===== src/rtl/dds_phase_gen.sv =====
// Phase accumulator and tuning-word generator for the DDS sine look-up stage.
// It supports a fixed FTW or a linear upward FTW sweep, either single or repeating.
module dds_phase_gen #(
  parameter int ACC_W   = 32,
  parameter int ADDR_W  = 10,
  parameter int DWELL_W = 16
) (
  input  logic               CLK,
  input  logic               RST_N,
  input  logic               run,
  input  logic               cfg_valid,
  output logic               cfg_ready,
  input  logic [1:0]         cfg_mode,
  input  logic [ACC_W-1:0]   cfg_ftw_start,
  input  logic [ACC_W-1:0]   cfg_ftw_stop,
  input  logic [ACC_W-1:0]   cfg_ftw_step,
  input  logic [DWELL_W-1:0] cfg_dwell,
  input  logic [ACC_W-1:0]   cfg_phase_off,
  input  logic               cfg_phase_rst,
  output logic [ADDR_W-1:0]  phase_out,
  output logic               phase_valid,
  output logic               sweep_done,
  output logic               busy,
  output logic [1:0]         dbg_state,
  output logic [ACC_W-1:0]   dbg_ftw
);

  typedef enum logic [1:0] {
    S_IDLE  = 2'd0,
    S_FIXED = 2'd1,
    S_SWEEP = 2'd2,
    S_HOLD  = 2'd3
  } state_t;

  state_t              r_state;
  logic                r_cfg_ready;
  logic                r_busy;
  logic [ACC_W-1:0]    r_acc;
  logic [ACC_W-1:0]    r_ftw;
  logic [ACC_W-1:0]    r_off;
  logic [ACC_W-1:0]    r_start;
  logic [ACC_W-1:0]    r_stop;
  logic [ACC_W-1:0]    r_step;
  logic [DWELL_W-1:0]  r_dwell;
  logic [DWELL_W-1:0]  r_dwell_cnt;
  logic                r_repeat;
  logic                r_at_stop;
  logic [ADDR_W-1:0]   r_phase_out;
  logic                r_phase_valid;
  logic                r_sweep_done;

  state_t              w_next_state;
  logic                w_accept;
  logic                w_active;
  logic                w_is_sweep;
  logic                w_start_ge_stop;
  logic                w_dwell_end;
  logic [ACC_W:0]      w_sum;
  logic [ACC_W-1:0]    w_step_ftw;
  logic [ACC_W-1:0]    w_phase_sum;

  // Config handshake: a transfer happens on a rising edge where cfg_valid and
  // cfg_ready are both high; cfg_ready is low only while a sweep is running.
  assign w_accept        = cfg_valid && r_cfg_ready;
  assign w_active        = run && (r_state != S_IDLE) && !w_accept;
  assign w_is_sweep      = ((cfg_mode == 2'd1) || (cfg_mode == 2'd2)) && (cfg_ftw_step != '0);
  assign w_start_ge_stop = cfg_ftw_start >= cfg_ftw_stop;
  assign w_dwell_end     = r_dwell_cnt == r_dwell;
  // One bit wider so an overflowing step saturates to the stop word.
  assign w_sum           = {1'b0, r_ftw} + {1'b0, r_step};
  assign w_step_ftw      = (w_sum >= {1'b0, r_stop}) ? r_stop : w_sum[ACC_W-1:0];
  assign w_phase_sum     = r_acc + r_off;

  always_comb begin
    w_next_state = r_state;
    if (w_accept) begin
      if (!w_is_sweep)
        w_next_state = S_FIXED;
      else if (w_start_ge_stop && (cfg_mode == 2'd1))
        w_next_state = S_HOLD;
      else
        w_next_state = S_SWEEP;
    end else if (w_active && (r_state == S_SWEEP) && w_dwell_end && !r_at_stop &&
                 (w_step_ftw == r_stop) && !r_repeat) begin
      w_next_state = S_HOLD;
    end
  end

  always_ff @(posedge CLK or negedge RST_N) begin
    if (!RST_N) begin
      r_state       <= S_IDLE;
      r_cfg_ready   <= 1'b1;
      r_busy        <= 1'b0;
      r_acc         <= '0;
      r_ftw         <= '0;
      r_off         <= '0;
      r_start       <= '0;
      r_stop        <= '0;
      r_step        <= '0;
      r_dwell       <= '0;
      r_dwell_cnt   <= '0;
      r_repeat      <= 1'b0;
      r_at_stop     <= 1'b0;
      r_phase_out   <= '0;
      r_phase_valid <= 1'b0;
      r_sweep_done  <= 1'b0;
    end else begin
      r_state      <= w_next_state;
      r_busy       <= (w_next_state == S_FIXED) || (w_next_state == S_SWEEP);
      r_cfg_ready  <= (w_next_state != S_SWEEP);
      r_sweep_done <= 1'b0;
      if (w_accept) begin
        r_ftw         <= (w_is_sweep && w_start_ge_stop) ? cfg_ftw_stop : cfg_ftw_start;
        r_off         <= cfg_phase_off;
        r_start       <= cfg_ftw_start;
        r_stop        <= cfg_ftw_stop;
        r_step        <= cfg_ftw_step;
        r_dwell       <= cfg_dwell;
        r_dwell_cnt   <= '0;
        r_repeat      <= (cfg_mode == 2'd2);
        r_at_stop     <= w_is_sweep && w_start_ge_stop;
        r_sweep_done  <= w_is_sweep && w_start_ge_stop;
        r_phase_valid <= 1'b0;
        if (cfg_phase_rst)
          r_acc <= '0;
      end else if (w_active) begin
        r_phase_out   <= w_phase_sum[ACC_W-1 -: ADDR_W];
        r_acc         <= r_acc + r_ftw;
        r_phase_valid <= 1'b1;
        if (r_state == S_SWEEP) begin
          if (w_dwell_end) begin
            r_dwell_cnt <= '0;
            if (r_at_stop) begin
              // Repeating sweep: one full dwell at stop, then restart.
              if (r_start >= r_stop) begin
                r_ftw        <= r_stop;
                r_sweep_done <= 1'b1;
              end else begin
                r_ftw     <= r_start;
                r_at_stop <= 1'b0;
              end
            end else begin
              r_ftw <= w_step_ftw;
              if (w_step_ftw == r_stop) begin
                r_sweep_done <= 1'b1;
                r_at_stop    <= 1'b1;
              end
            end
          end else begin
            r_dwell_cnt <= r_dwell_cnt + DWELL_W'(1);
          end
        end
      end else begin
        r_phase_valid <= 1'b0;
      end
    end
  end

  assign cfg_ready   = r_cfg_ready;
  assign busy        = r_busy;
  assign phase_out   = r_phase_out;
  assign phase_valid = r_phase_valid;
  assign sweep_done  = r_sweep_done;
  assign dbg_state   = r_state;
  assign dbg_ftw     = r_ftw;

endmodule


===== config.mk =====
export PLATFORM = sky130hd
export DESIGN_NAME = dds_phase_gen
export DESIGN_NICKNAME = d
export VERILOG_FILES = /design/src/rtl/dds_phase_gen.sv
export SDC_FILE = /design/constraint.sdc
export NUM_CORES = 1
export LEC_CHECK = 0
export CELL_PAD_IN_SITES_DETAIL_PLACEMENT = 1
export CELL_PAD_IN_SITES_GLOBAL_PLACEMENT = 2
export CORE_MARGIN = 4
export CORE_UTILIZATION = 33
export DETAILED_ROUTE_END_ITERATION = 7
export GPL_TIMING_DRIVEN = 0
export PLACE_DENSITY = 0.75
export SYNTH_ARGS = -nofsm -noshare
export SYNTH_HDL_FRONTEND = slang
export SYNTH_SLANG_ARGS = --single-unit
export TNS_END_PERCENT = 10

===== constraint.sdc =====
create_clock -name CLK -period 5.8 [get_ports CLK]
set_clock_uncertainty 0.1 [all_clocks]
set_input_delay 1.16 -clock CLK [delete_from_list [all_inputs] [get_ports CLK]]
set_output_delay 1.16 -clock CLK [all_outputs]
set_load 0.05 [all_outputs]

==> qor.txt, run 1 <==
Post-Syn Nets -> 2469
Non-Filler Instances -> 3057
Endpoints failing setup -> 0
DRT iter0 DRCs -> 889
Total Negative Setup Slacks -> 0 ns
CP Class -> reg -> reg
Pre-CTS setup slack -> -0.694 ns
Cell area after synthesis -> 17500 sq um
Post-synth ARST share -> 1.00
Clk sinks -> 242
RSZ-0062 raised after global routing -> yes
Met2 wire length -> 31.1 mm
Hold_buf cts -> 0
Layout cells sized above 1 -> 0.0498
Worst Tran Pin Value -> 1.33 ns
Fin. max-slew vios -> 0
Cell variety after synth -> 76
Drt first pass iters -> 5
Post-DRT Antenna Nets -> 0
Leak -> 10.1 nW
Die Y -> 238 microns
Commonest non-fill, non-tap cells in the layout -> nand2_1, dfrtp_1, clkdlybuf4s50_1
WL met3 -> 2.78 mm
CTS Buf Count -> 30
Final Hold Viols -> 0
Rows -> 84
Clock transition at path regs -> 0.06 ns
Avg WL per Cell -> 22.4 microns
F_max -> 178 MHz
Routability congestion estimate from global placement -> 0.879
Top Metal Used -> met4
Met1 wire length -> 31.5 mm
Initial Utilization -> 0.333
DRC -> 0
#FFs+latches synth -> 242
Setup ws final -> 0.176 ns
Routed vias/inst -> 5.38
Area of the die -> 56900 sq um
Worst slew margin -> 0.0903
Syn avg cell area -> 8.26 sq um
Total GRT Usage -> 0.237
Vias -> 16400
Post-route clock period utilization -> 0.970
Ports -> 199
H-tree levels -> 1
Commonest non-fill, non-tap cell in the layout -> nand2_1
Clock buffer depth -> 3
Die Width -> 238 microns
Initial antenna violation count -> 1
Area of the core -> 52600 sq um
Placed instance count -> 3011
Vias in the first global route -> 17600
Nets -> 2695
Worst setup EP type -> register
Global-route wire length before repair -> 105 mm
Ys Warns -> 0
Worst vdd ir -> 0.261 mV
Largest net degree at the start of global routing -> 106
Status -> completed
Critical path data required time -> 6.18 ns
Synth-to-layout area growth -> 22.9%
Seq/Total Area, Yosys -> 0.346
Main synth FF type -> dfrtp_1
Hold Crit Class -> in -> async
Nature of the critical path startpoint -> register
Root Driver -> clkbuf_16
Hpwl dp -> 55.5 mm
WP data arrival -> 6.01 ns
Antenna diode count -> 0
Port bufs -> 198
MaxCap Viol Count -> 0
Number of synthesized flops with an enable pin -> 0
Max FO, Critical Path -> 10
Final WL -> 68.4 mm
WHS -> 0.378 ns
Fillers -> 6277
Mapped Cells -> 2123
Fin crit period -> 5.62 ns
Clock Latency Late Sink -> 0.59 ns
CTS tree -> built
Overflow after GRT -> 0
P per Cell Area -> 584 nW/um^2
metrics by stage:
stage,utilization,power (W),cell area [sq um]
6_report,0.410,0.0126,21500
3_5_place_dp,0.389,0.0104,20400
3_3_place_gp,0.388,0.0102,20400
2_1_floorplan,-,0.00788,17500
4_1_cts,0.408,0.0125,21500
5_1_grt,0.410,0.0136,21500
critical path, cell delays in order (launching register included):
cell	delay, ns
dfrtp_2	0.47
ha_2	0.24
fa_2	0.37
a21o_1	0.21
a22oi_2	0.22
o21ai_2	0.15
or3_1	0.38
buf_6	0.16
a221o_1	0.34
a21o_1	0.22
xor2_2	0.17
ha_1	0.32
a21o_1	0.17
a21o_1	0.18
a21oi_1	0.13
o21ai_0	0.09
nand3_1	0.10
a211oi_1	0.07
or4b_4	0.56
and2_1	0.36
nor2_2	0.26
nand2_1	0.08
a31o_1	0.18
sequential cells by signal, indices dropped and copies added (netlist names):
signal	cells
busy	1
cfg_ready	1
dbg_ftw	32
dbg_state	2
phase_out	10
phase_valid	1
r_acc	32
r_at_stop	1
r_dwell	16
r_dwell_cnt	16
r_off	32
r_repeat	1
r_start	32
r_step	32
r_stop	32
sweep_done	1
logic make-up (layout without fill, tap and decap cells):
group | Yosys count | after routing | synth area share
and+or+nand+nor | 823 | 823 | 0.205
AOI/OAI and AO/OA | 545 | 545 | 0.196
DFF | 242 | 242 | 0.346
adders and majority gates | 195 | 195 | 0.140
buffers and inverters | 184 | 430 | 0.0409
xor gates and xnor gates | 115 | 115 | 0.0614
muxes | 19 | 19 | 0.0110
worst paths after layout:
kind | startpoint | endpoint | slack (ns) | cells past startpoint
worst max-delay path | dbg_ftw[0]$_DFFE_PN0P_ | r_at_stop$_DFFE_PN0P_ | 0.18 | 22
worst min-delay path | RST_N | r_off[5]$_DFFE_PN0P_ | 0.38 | 1
worst max register to register | dbg_ftw[0]$_DFFE_PN0P_ | r_at_stop$_DFFE_PN0P_ | 0.18 | 22
worst min register to register | r_off[8]$_DFFE_PN0P_ | r_off[8]$_DFFE_PN0P_ | 0.38 | 2
max in group asynchronous | RST_N | r_stop[15]$_DFFE_PN0P_ | 4.24 | 2
min in group CLK | r_off[8]$_DFFE_PN0P_ | r_off[8]$_DFFE_PN0P_ | 0.38 | 2
what timing repair did:
action                     in CTS  in global routing
pin swaps                       1                  0
setup buffers                   1                  1
resized for setup              18                 29
setup endpoints to repair      37                 37
report_power, final:
part | switching [W] | internal, W | leakage (nW)
registers | 0.000626 | 0.00213 | 2.97
clock network | 0.000781 | 0.00110 | 0.480
logic | 0.00484 | 0.00310 | 6.68
total | 0.00624 | 0.00633 | 10.1
synthesized netlist by cell type (all sizes together), types with 7 or more instances:
cell,instances,area share
or3,10,0.0036
o21ai,172,0.049
a211oi,12,0.0051
nor2b,10,0.0036
a221o,17,0.0097
dfrtp,241,0.34
nand2b,12,0.0043
mux2i,17,0.0097
ha,193,0.14
or2,7,0.0025
nor3,33,0.0094
o31ai,8,0.0034
xor2,35,0.017
nor4,19,0.0076
nand3,24,0.0069
o221ai,12,0.0060
a21oi,142,0.041
o21bai,12,0.0051
a31oi,15,0.0062
nand4,44,0.016
a221oi,8,0.0040
xnor2,75,0.037
o211ai,18,0.0077
o21a,13,0.0056
and3,16,0.0060
a21o,66,0.028
nor2,105,0.023
inv,92,0.020
buf,18,0.0054
clkbuf,73,0.016
nand2,518,0.11
area by class of cell:
type	count	area, sq um	area share
clock inverter	4	22.5	0.00105
sequential	242	6060	0.281
buffer	83	353	0.0164
tap	688	861	0.0400
inverter	93	349	0.0162
timing repair buffer	202	2060	0.0955
multi-input combinational	1697	10900	0.505
clock buffer	48	950	0.0441
metal layers:
layer	vias to the layer above	global-route usage
met5	-	0
met4	0	0.0934
met3	115	0.0341
met2	338	0.386
met1	8031	0.320
li1	7952	-
No activity file was read; power rests on OpenSTA's default activity.
==> inputs of run 2 (changes only) <==
--- a/config.mk
+++ b/config.mk
@@ -8,10 +8,11 @@
 export CELL_PAD_IN_SITES_DETAIL_PLACEMENT = 1
 export CELL_PAD_IN_SITES_GLOBAL_PLACEMENT = 2
 export CORE_MARGIN = 4
-export CORE_UTILIZATION = 33
+export CORE_UTILIZATION = 31
 export DETAILED_ROUTE_END_ITERATION = 7
+export GPL_ROUTABILITY_DRIVEN = 0
 export GPL_TIMING_DRIVEN = 0
-export PLACE_DENSITY = 0.75
+export PLACE_DENSITY = 0.74
 export SYNTH_ARGS = -nofsm -noshare
 export SYNTH_HDL_FRONTEND = slang
 export SYNTH_SLANG_ARGS = --single-unit
==> constraint.sdc (replaced) <==
create_clock -name CLK -period 5 [get_ports CLK]
set_clock_uncertainty 0.1 [all_clocks]
set_input_delay 1 -clock CLK [delete_from_list [all_inputs] [get_ports CLK]]
set_output_delay 1 -clock CLK [all_outputs]
set_load 0.05 [all_outputs]
==> qor.txt, run 2 (same netlist as run 1, synthesis figures left out) <==
Status -> finished, violations left
Failing checks -> setup timing
Rows -> 86
Area of the core -> 55500 sq um
Worst setup EP type -> register
WP data arrival -> 5.57 ns
Total Negative Setup Slacks -> -4.18 ns
Nature of the critical path startpoint -> register
Tot Pwr -> 0.0155 W
Total GRT Usage -> 0.225
Initial antenna violation count -> 2
Pre-CTS setup slack -> -1.30 ns
Non-Filler Instances -> 3156
Fin crit period -> 5.23 ns
Clock transition at path regs -> 0.06 ns
Die Y -> 246 microns
Global-route wire length before repair -> 106 mm
Initial Utilization -> 0.316
Leak -> 10.4 nW
Placed instance count -> 3071
Layout cells sized above 1 -> 0.0852
CP Class -> reg -> reg
Nets -> 2734
Routed vias/inst -> 5.24
Post-DRT Antenna Nets -> 0
Commonest non-fill, non-tap cells in the layout -> nand2_1, dfrtp_1, clkdlybuf4s50_1
Hold Crit Class -> in -> async
Hold_buf cts -> 0
CTS Buf Count -> 30
Clock buffer depth -> 3
Vias in the first global route -> 17800
Worst vdd ir -> 0.290 mV
F_max -> 191 MHz
Hpwl dp -> 56.1 mm
Vias -> 16500
Drt first pass iters -> 5
Avg WL per Cell -> 22.0 microns
Endpoints failing setup -> 36
Synth-to-layout area growth -> 26.9%
Critical path data required time -> 5.33 ns
DRT iter0 DRCs -> 899
Post-route clock period utilization -> 1.05
Worst slew margin -> 0.138
P per Cell Area -> 699 nW/um^2
Clk sinks -> 242
Fin. max-slew vios -> 0
DRC -> 0
Final Hold Viols -> 0
Clock Latency Late Sink -> 0.59 ns
Setup ws final -> -0.233 ns
CTS tree -> built
Length in cells of the worst reg-to-reg path -> 21
Final WL -> 69.5 mm
H-tree levels -> 1
RSZ-0062 raised after global routing -> yes
Ports -> 199
Die Width -> 246 microns
Worst Tran Pin Value -> 1.29 ns
Port bufs -> 198
Largest net degree at the start of global routing -> 107
Commonest non-fill, non-tap cell in the layout -> nand2_1
Overflow after GRT -> 0
Area of the die -> 60400 sq um
Root Driver -> clkbuf_16
MaxCap Viol Count -> 0
Max FO, Critical Path -> 8
-- run 2: cell count changes in the layout (fill, tap and decap cells not counted), sizes merged --
cell,before,now
clkinv,4,7
clkbuf,112,108
diode,0,2
buf,24,62
bufinv,0,1
clkinvlp,1,0
-- run 2: cell type report --
type	instances	area, sq um
well taps	748	936
diodes	2	5.00
inverters	93	349
clock inverters	7	63.8
repair buffers	241	2390
plain buffers	83	387
fillers	6641	33300
multi-input cells	1697	11200
flip-flops and latches	242	6070
clock buffers	43	871
-- run 2: final timing paths --
check                                    startpoint                       end  slack (ns)
max reg2reg                 dbg_ftw[11]$_DFFE_PN0P_   dbg_ftw[25]$_DFFE_PN0P_       -0.23
min in group CLK           phase_out[3]$_DFFE_PN0P_  phase_out[3]$_DFFE_PN0P_        0.38
max in group asynchronous                     RST_N    r_dwell[2]$_DFFE_PN0P_        3.18
max                         dbg_ftw[11]$_DFFE_PN0P_   dbg_ftw[25]$_DFFE_PN0P_       -0.23
min reg2reg                phase_out[3]$_DFFE_PN0P_  phase_out[3]$_DFFE_PN0P_        0.38
min                                           RST_N      r_off[2]$_DFFE_PN0P_        0.22
-- run 2: metal layers --
metal  global-route usage  part of all wire  vias to the layer above
met4               0.0794             0.036                        2
met1                0.302              0.46                     8116
met3               0.0281             0.039                       99
li1                     -                 -                     8013
met2                0.374              0.46                      308
met5                    0           0.00019                        -
-- run 2: through the flow --
| stage | utilization | area [sq um] | hold WS, ns |
|---|---|---|---|
| 6_report | 0.401 | 22200 | 0.224 |
| 5_1_grt | 0.401 | 22200 | 0.251 |
| 4_1_cts | 0.393 | 21800 | 0.223 |
| 3_5_place_dp | 0.370 | 20600 | 0.362 |
| 3_3_place_gp | 0.369 | 20500 | 0.358 |
| 2_1_floorplan | - | 17600 | 0.346 |
-- run 2: worst max-delay path: stages (launching register included) --
cell      delay [ns]
dfrtp_1         0.55
ha_2            0.39
a21oi_1         0.28
o21ai_1         0.20
or3_4           0.46
a221o_1         0.33
a21o_1          0.21
xor2_2          0.17
ha_1            0.32
a21o_1          0.16
a21o_1          0.17
a21oi_2         0.12
o21ai_1         0.06
nand3_1         0.09
a211oi_1        0.07
or4b_4          0.50
buf_12          0.17
nor2_4          0.23
buf_8           0.18
nor3_1          0.06
a21oi_1         0.19
o21ai_1         0.08
-- run 2: what timing repair did --
item | 4_1_cts | 5_1_grt
gates resized for setup | 56 | 64
gates cloned | 1 | 1
hold endpoints to repair | 0 | 0
setup endpoints to repair | 37 | 37
setup buffers | 22 | 17
pin swaps | 21 | 54
-- run 2: power breakdown --
part	internal [W]	switching, W
clock network	0.00124	0.000886
registers	0.00248	0.000717
logic	0.00425	0.00597
total	0.00797	0.00758
